**config.mk**
```make
export PLATFORM = sky130hd
export DESIGN_NAME = simple_dma_controller
export DESIGN_NICKNAME = d
export VERILOG_FILES = /design/src/rtl/dma_pkg.sv /design/src/rtl/simple_dma_controller.sv
export SDC_FILE = /design/constraint.sdc
export NUM_CORES = 1
export LEC_CHECK = 0
export CAP_MARGIN = 20
export CORE_ASPECT_RATIO = 0.6
export CORE_MARGIN = 3
export CORE_UTILIZATION = 40
export CTS_CLUSTER_DIAMETER = 60
export DETAILED_ROUTE_END_ITERATION = 8
export PLACE_DENSITY = 0.69
export SLEW_MARGIN = 20
export SYNTH_ARGS = -nofsm -noshare
export SYNTH_HDL_FRONTEND = slang
export SYNTH_SLANG_ARGS = --single-unit
```
**constraint.sdc**
```tcl
create_clock -name clk -period 4 [get_ports clk]
set_input_delay 1 -clock clk [delete_from_list [all_inputs] [get_ports clk]]
set_output_delay 1 -clock clk [all_outputs]
set_load 0.02 [all_outputs]
```
**src/rtl/dma_pkg.sv**
```systemverilog
// Shared definitions for the simple DMA controller.
//   - dma_state_e       : 3-bit controller state encoding
//   - DIR_READ/DIR_WRITE: transfer direction as latched from dma_rd_wr
//   - ACK_GUARD_DEFAULT : default dev_ack guard interval after a word strobe
package dma_pkg;

    typedef enum logic [2:0] {
        S_IDLE      = 3'd0,
        S_WAIT_DEV  = 3'd1,
        S_MEM       = 3'd2,
        S_ACK       = 3'd3,
        S_GUARD     = 3'd4,
        S_END       = 3'd5,
        S_WAIT_DROP = 3'd6
    } dma_state_e;

    localparam logic DIR_READ  = 1'b1;
    localparam logic DIR_WRITE = 1'b0;

    localparam int unsigned ACK_GUARD_DEFAULT = 2;

endpackage

```
**src/rtl/simple_dma_controller.sv**
```systemverilog
// Responder end of a device-to-DMA block handshake, driving the openMSP430
// DMA memory port one word per device handshake.
//   Device side : dma_rqst, dma_rd_wr, dma_start_address, dma_num_words,
//                 dev_ack, dev_out (in); dev_in, dma_ack, dma_end_flag,
//                 dma_err (out)
//   Memory side : dma_addr, dma_din, dma_en, dma_we, dma_priority (out);
//                 dma_dout, dma_ready, dma_resp (in)
// All outputs except dma_priority are registered and cleared by reset.
module simple_dma_controller
    import dma_pkg::*;
#(
    parameter int unsigned ACK_GUARD = ACK_GUARD_DEFAULT,
    parameter logic        DMA_PRIO  = 1'b0
) (
    input  logic        clk,
    input  logic        reset,
    input  logic        dma_rqst,
    input  logic        dma_rd_wr,
    input  logic [15:0] dma_start_address,
    input  logic [15:0] dma_num_words,
    input  logic        dev_ack,
    input  logic [15:0] dev_out,
    output logic [15:0] dev_in,
    output logic        dma_ack,
    output logic        dma_end_flag,
    output logic        dma_err,
    output logic [14:0] dma_addr,
    output logic [15:0] dma_din,
    output logic        dma_en,
    output logic [1:0]  dma_we,
    output logic        dma_priority,
    input  logic [15:0] dma_dout,
    input  logic        dma_ready,
    input  logic        dma_resp
);

    localparam logic [3:0] GUARD_LOAD = 4'(ACK_GUARD);

    dma_state_e  state_q, state_d;
    logic [15:0] cur_addr_q, cur_addr_d;
    logic [15:0] remaining_q, remaining_d;
    logic        dir_q, dir_d;
    logic [3:0]  guard_q, guard_d;
    logic [15:0] dev_in_q, dev_in_d;
    logic        ack_q, ack_d;
    logic        end_q, end_d;
    logic        err_q, err_d;
    logic        en_q, en_d;
    logic [14:0] addr_out_q, addr_out_d;
    logic [15:0] din_q, din_d;
    logic [1:0]  we_q, we_d;

    always_comb begin
        state_d     = state_q;
        cur_addr_d  = cur_addr_q;
        remaining_d = remaining_q;
        dir_d       = dir_q;
        guard_d     = guard_q;
        dev_in_d    = dev_in_q;
        err_d       = err_q;

        unique case (state_q)
            S_IDLE: begin
                if (dma_rqst) begin
                    cur_addr_d  = dma_start_address & 16'hFFFE;
                    remaining_d = dma_num_words;
                    dir_d       = dma_rd_wr;
                    err_d       = 1'b0;
                    state_d     = (dma_num_words == '0) ? S_END : S_WAIT_DEV;
                end
            end
            S_WAIT_DEV: begin
                if (!dma_rqst) begin
                    state_d = S_IDLE;
                end else if (dev_ack) begin
                    state_d = S_MEM;
                end
            end
            S_MEM: begin
                // dma_rqst is deliberately not looked at: an access in flight always completes.
                if (dma_ready) begin
                    if (dma_resp) begin
                        err_d   = 1'b1;
                        state_d = S_END;
                    end else begin
                        if (dir_q == DIR_READ) begin
                            dev_in_d = dma_dout;
                        end
                        cur_addr_d  = cur_addr_q + 16'd2;
                        remaining_d = remaining_q - 16'd1;
                        state_d     = S_ACK;
                    end
                end
            end
            S_ACK: begin
                guard_d = GUARD_LOAD;
                state_d = S_GUARD;
            end
            S_GUARD: begin
                guard_d = guard_q - 4'd1;
                // Leave on the cycle the counter hits zero, so GUARD lasts ACK_GUARD cycles.
                if (guard_q <= 4'd1) begin
                    guard_d = '0;
                    if (remaining_q == '0) begin
                        state_d = S_END;
                    end else if (!dma_rqst) begin
                        state_d = S_IDLE;
                    end else begin
                        state_d = S_WAIT_DEV;
                    end
                end
            end
            S_END: begin
                state_d = S_WAIT_DROP;
            end
            S_WAIT_DROP: begin
                if (!dma_rqst) begin
                    state_d = S_IDLE;
                end
            end
            default: begin
                state_d = S_IDLE;
            end
        endcase

        // Outputs are decoded from the next state so they line up with state_q.
        ack_d      = (state_d == S_ACK);
        end_d      = (state_d == S_END);
        en_d       = (state_d == S_MEM);
        addr_out_d = en_d ? cur_addr_d[15:1] : '0;
        we_d       = (en_d && dir_d == DIR_WRITE) ? 2'b11 : 2'b00;
        din_d      = (en_d && dir_d == DIR_WRITE) ? dev_out : '0;
    end

    always_ff @(posedge clk or posedge reset) begin
        if (reset) begin
            state_q     <= S_IDLE;
            cur_addr_q  <= '0;
            remaining_q <= '0;
            dir_q       <= DIR_WRITE;
            guard_q     <= '0;
            dev_in_q    <= '0;
            ack_q       <= 1'b0;
            end_q       <= 1'b0;
            err_q       <= 1'b0;
            en_q        <= 1'b0;
            addr_out_q  <= '0;
            din_q       <= '0;
            we_q        <= '0;
        end else begin
            state_q     <= state_d;
            cur_addr_q  <= cur_addr_d;
            remaining_q <= remaining_d;
            dir_q       <= dir_d;
            guard_q     <= guard_d;
            dev_in_q    <= dev_in_d;
            ack_q       <= ack_d;
            end_q       <= end_d;
            err_q       <= err_d;
            en_q        <= en_d;
            addr_out_q  <= addr_out_d;
            din_q       <= din_d;
            we_q        <= we_d;
        end
    end

    assign dev_in       = dev_in_q;
    assign dma_ack      = ack_q;
    assign dma_end_flag = end_q;
    assign dma_err      = err_q;
    assign dma_en       = en_q;
    assign dma_addr     = addr_out_q;
    assign dma_din      = din_q;
    assign dma_we       = we_q;
    assign dma_priority = DMA_PRIO;

endmodule

```
==> results.md <==
- Status: completed
- Sequential share of the synthesized area: 51.22%
- Post-CTS Setup Inserts: 0
- First-pass GRT wire length: 18,860 µm
- Longest Clk Path Bufs: 2
- Leak: 2.585 nW
- Core Rows: 29
- DR WL/cell: 16.67 µm
- Final Skew: 0.01123 ns
- CTS resizes: 0
- H-Tree Depth: 3
- CTS Hold Bufs: 0
- Largest net degree at the start of global routing: 50
- CP Capture Type: register
- Fraction of registers with async set/reset: 100.0%
- Synth Instances: 439
- Skew-Pair Late Insertion Delay: 0.34 ns
- Maximum clock rate: 340.7 MHz
- HPWL after DPL: 8414 µm
- Grt ovf: 0
- Setup CP Type: primary input to register
- I/O Buffers: 122
- Crit path DAT: 3.16 ns
- Mean Syn Cell Area: 10.13 µm²
- CP Max Fanout: 16
- Fin crit share: 73.38%
- Share of layout cells above drive strength 1: 9.821%
- Minimum clock period: 2.935 ns
- Final setup viols: 0
- CTS Buf Count: 9
- RSZ-0062 raised after global routing: false
- Min-Delay Path Class: register to register
- WP data required: 4.22 ns
- Initial antenna violation count: 0
- Yosys cell types: 57
- Num Clock Sinks: 91
- All-layer global routing usage: 19.07%
- Routed wire length: 11,650 µm
- Vias in the first global route: 3,738
- DRC viols: 0
- Clock transition at path regs: 0.07 ns
- Routed via count: 3,857
- Io pins: 125
- Syn. warnings: 0
- Core area: 10,700 µm²
- Ys flop type: dfrtp_1
- Chip width: 142.1 µm
- Hold Slack: 0.5034 ns
- Slew Viols, Final: 0
- Area grow syn2layout: 37.43%
- Via density: 5.518
- Die Footprint: 12,460 µm²
- Cell Area, Placed: 5811 µm²
- Sequential cell area: 2277 µm²
- Initial Util: 41.53%
- Fin. Hold Viols: 0
- DRT iter0 DRCs: 262
- Flops & latches, synth: 91
- Crit path launch type: primary input
- Slew @ Worst Pin: 0.7606 ns
- Clock root buffer: clkbuf_16
- Final worst slack: 1.065 ns
- Die Y: 87.66 µm
- Peak VDD IR: 0.2496 mV
- TritonRoute pass-1 iters: 4
- Final Cell Area: 6110 µm²
- Max Cap Viol: 0
- Area taken by multi-input logic gates: 2012 µm²
- Post-Syn Area: 4446 µm²
- CTS tree: done
- PwrDens: 633.2 nW/µm²
- Max-Slew Margin vs Limit: 49.23%
- Power, Total: 3.869 mW
- TNS Setup: 0 ns
- Nets: 630
- Final RePlAce weighted congestion: 0.8743
- Fillers: 935
- Routed Antenna Nets: 0
- DP Worst Slack: 0.7286 ns
- Number of synthesized flops with an enable pin: 0
- Mapped Nets: 514
- N_diodes: 0
-- worst max-delay path, stage by stage --
cell             delay, ns
clkdlybuf4s50_1       0.63
nor2b_1               0.35
a32oi_1               0.19
or3_1                 0.63
a211oi_1              0.34
-- final timing paths --
path,start,to,slack [ns],cells past startpoint
max reg2reg,state_q[2],dev_in[1],1.36,4
min,dev_in[5],dev_in[5],0.50,1
min reg2reg,dev_in[5],dev_in[5],0.50,1
max in group asynchronous,reset,dma_addr[13],2.20,3
max,dma_rqst,dma_addr[3],1.06,5
min in group asynchronous,reset,remaining_q[2],1.09,2
-- flip-flops by register name, indices dropped and copies added (netlist names) --
register      cells
cur_addr_q       15
dev_in           16
dir_q             1
dma_ack           1
dma_addr         15
dma_din          16
dma_en            1
dma_end_flag      1
dma_err           1
dma_we            1
guard_q           4
remaining_q      16
state_q           3
-- per-layer routing --
| metal | vias up | track usage (%) | part of all wire (%) |
|---|---|---|---|
| li1 | 1847 | - | - |
| met1 | 1859 | 27.63 | 48 |
| met2 | 141 | 28.88 | 44 |
| met3 | 10 | 5.292 | 7.3 |
| met4 | 0 | 3.920 | 0.67 |
| met5 | - | 0 | 0 |
-- kinds of logic (layout without fill, tap and decap cells) --
family / Yosys count / after routing / synth area share, %
AOI/OAI and AO/OA: 111 / 111 / 16.72
buffers and inverters: 38 / 159 / 3.630
adders and majority gates: 4 / 4 / 1.126
other: 1 / 1 / 0.08435
muxes: 24 / 24 / 5.910
and+or+nand+nor: 170 / 170 / 21.31
DFF: 91 / 91 / 51.22
-- cell type report --
| type | count | share of cell area [%] |
|---|---|---|
| timing repair buffer | 131 | 21.30 |
| clock inverter | 7 | 1.208 |
| inverter | 12 | 0.7577 |
| tap | 139 | 2.847 |
| multi-input combinational | 310 | 32.93 |
| sequential | 91 | 37.27 |
| clock buffer | 9 | 3.686 |
-- through the flow --
step	utilization [%]	instances
2_1_floorplan	-	439
3_3_place_gp	54.28	683
3_5_place_dp	54.28	683
4_1_cts	57.08	699
5_1_grt	57.08	699
6_report	57.08	699
-- report_power, final --
part	leakage, nW	total, mW	internal [mW]	switching, mW
combinational	1.26	1.49	0.694	0.799
clock	0.147	0.861	0.489	0.372
sequential	1.18	1.51	1.21	0.302
total	2.59	3.87	2.40	1.47
-- layout by cell type, fill, tap and decap left out, types with 3 or more instances in the layout --
cell             count
o22a_1               3
or3_1                5
nand2_1             28
nand2b_1             5
a31oi_1             12
o21ai_0             22
o2bb2ai_1            3
mux2_2              18
nor3_1              12
dfrtp_1             91
o211ai_1             5
or2_2                7
a22oi_1              5
clkdlybuf4s50_1    122
nand4b_1             3
nor2b_1              9
clkbuf_16            9
nand4_1              7
mux2i_1              6
nand3b_1             3
nor4_1              14
o22ai_1              4
ha_1                 4
buf_4                8
a2bb2oi_1            8
nor3b_1              3
nor2_1              27
a21oi_1             21
clkinv_2             3
a21o_1               4
inv_6                3
a211oi_1             8
inv_1               11
nand3_1             14
and2_1              21
-- cell usage after synthesis (6+ instances only) --
cell type | n | area [µm²]
nor3_1 | 12 | 60.06
nor2_1 | 27 | 101.4
o21ai_0 | 22 | 110.1
a2bb2oi_1 | 8 | 70.07
nor2b_1 | 9 | 56.30
or2_2 | 7 | 43.79
and2_1 | 21 | 131.4
nand4_1 | 7 | 43.79
mux2i_1 | 6 | 60.06
nand2_1 | 28 | 105.1
dfrtp_1 | 91 | 2277
a31oi_1 | 12 | 75.07
nand3_1 | 14 | 70.07
inv_1 | 12 | 45.04
clkbuf_1 | 19 | 71.32
nor4_1 | 14 | 87.58
a21oi_1 | 21 | 105.1
mux2_2 | 18 | 202.7
a211oi_1 | 8 | 60.06
Note: power is estimated with default switching activity, not from simulation.
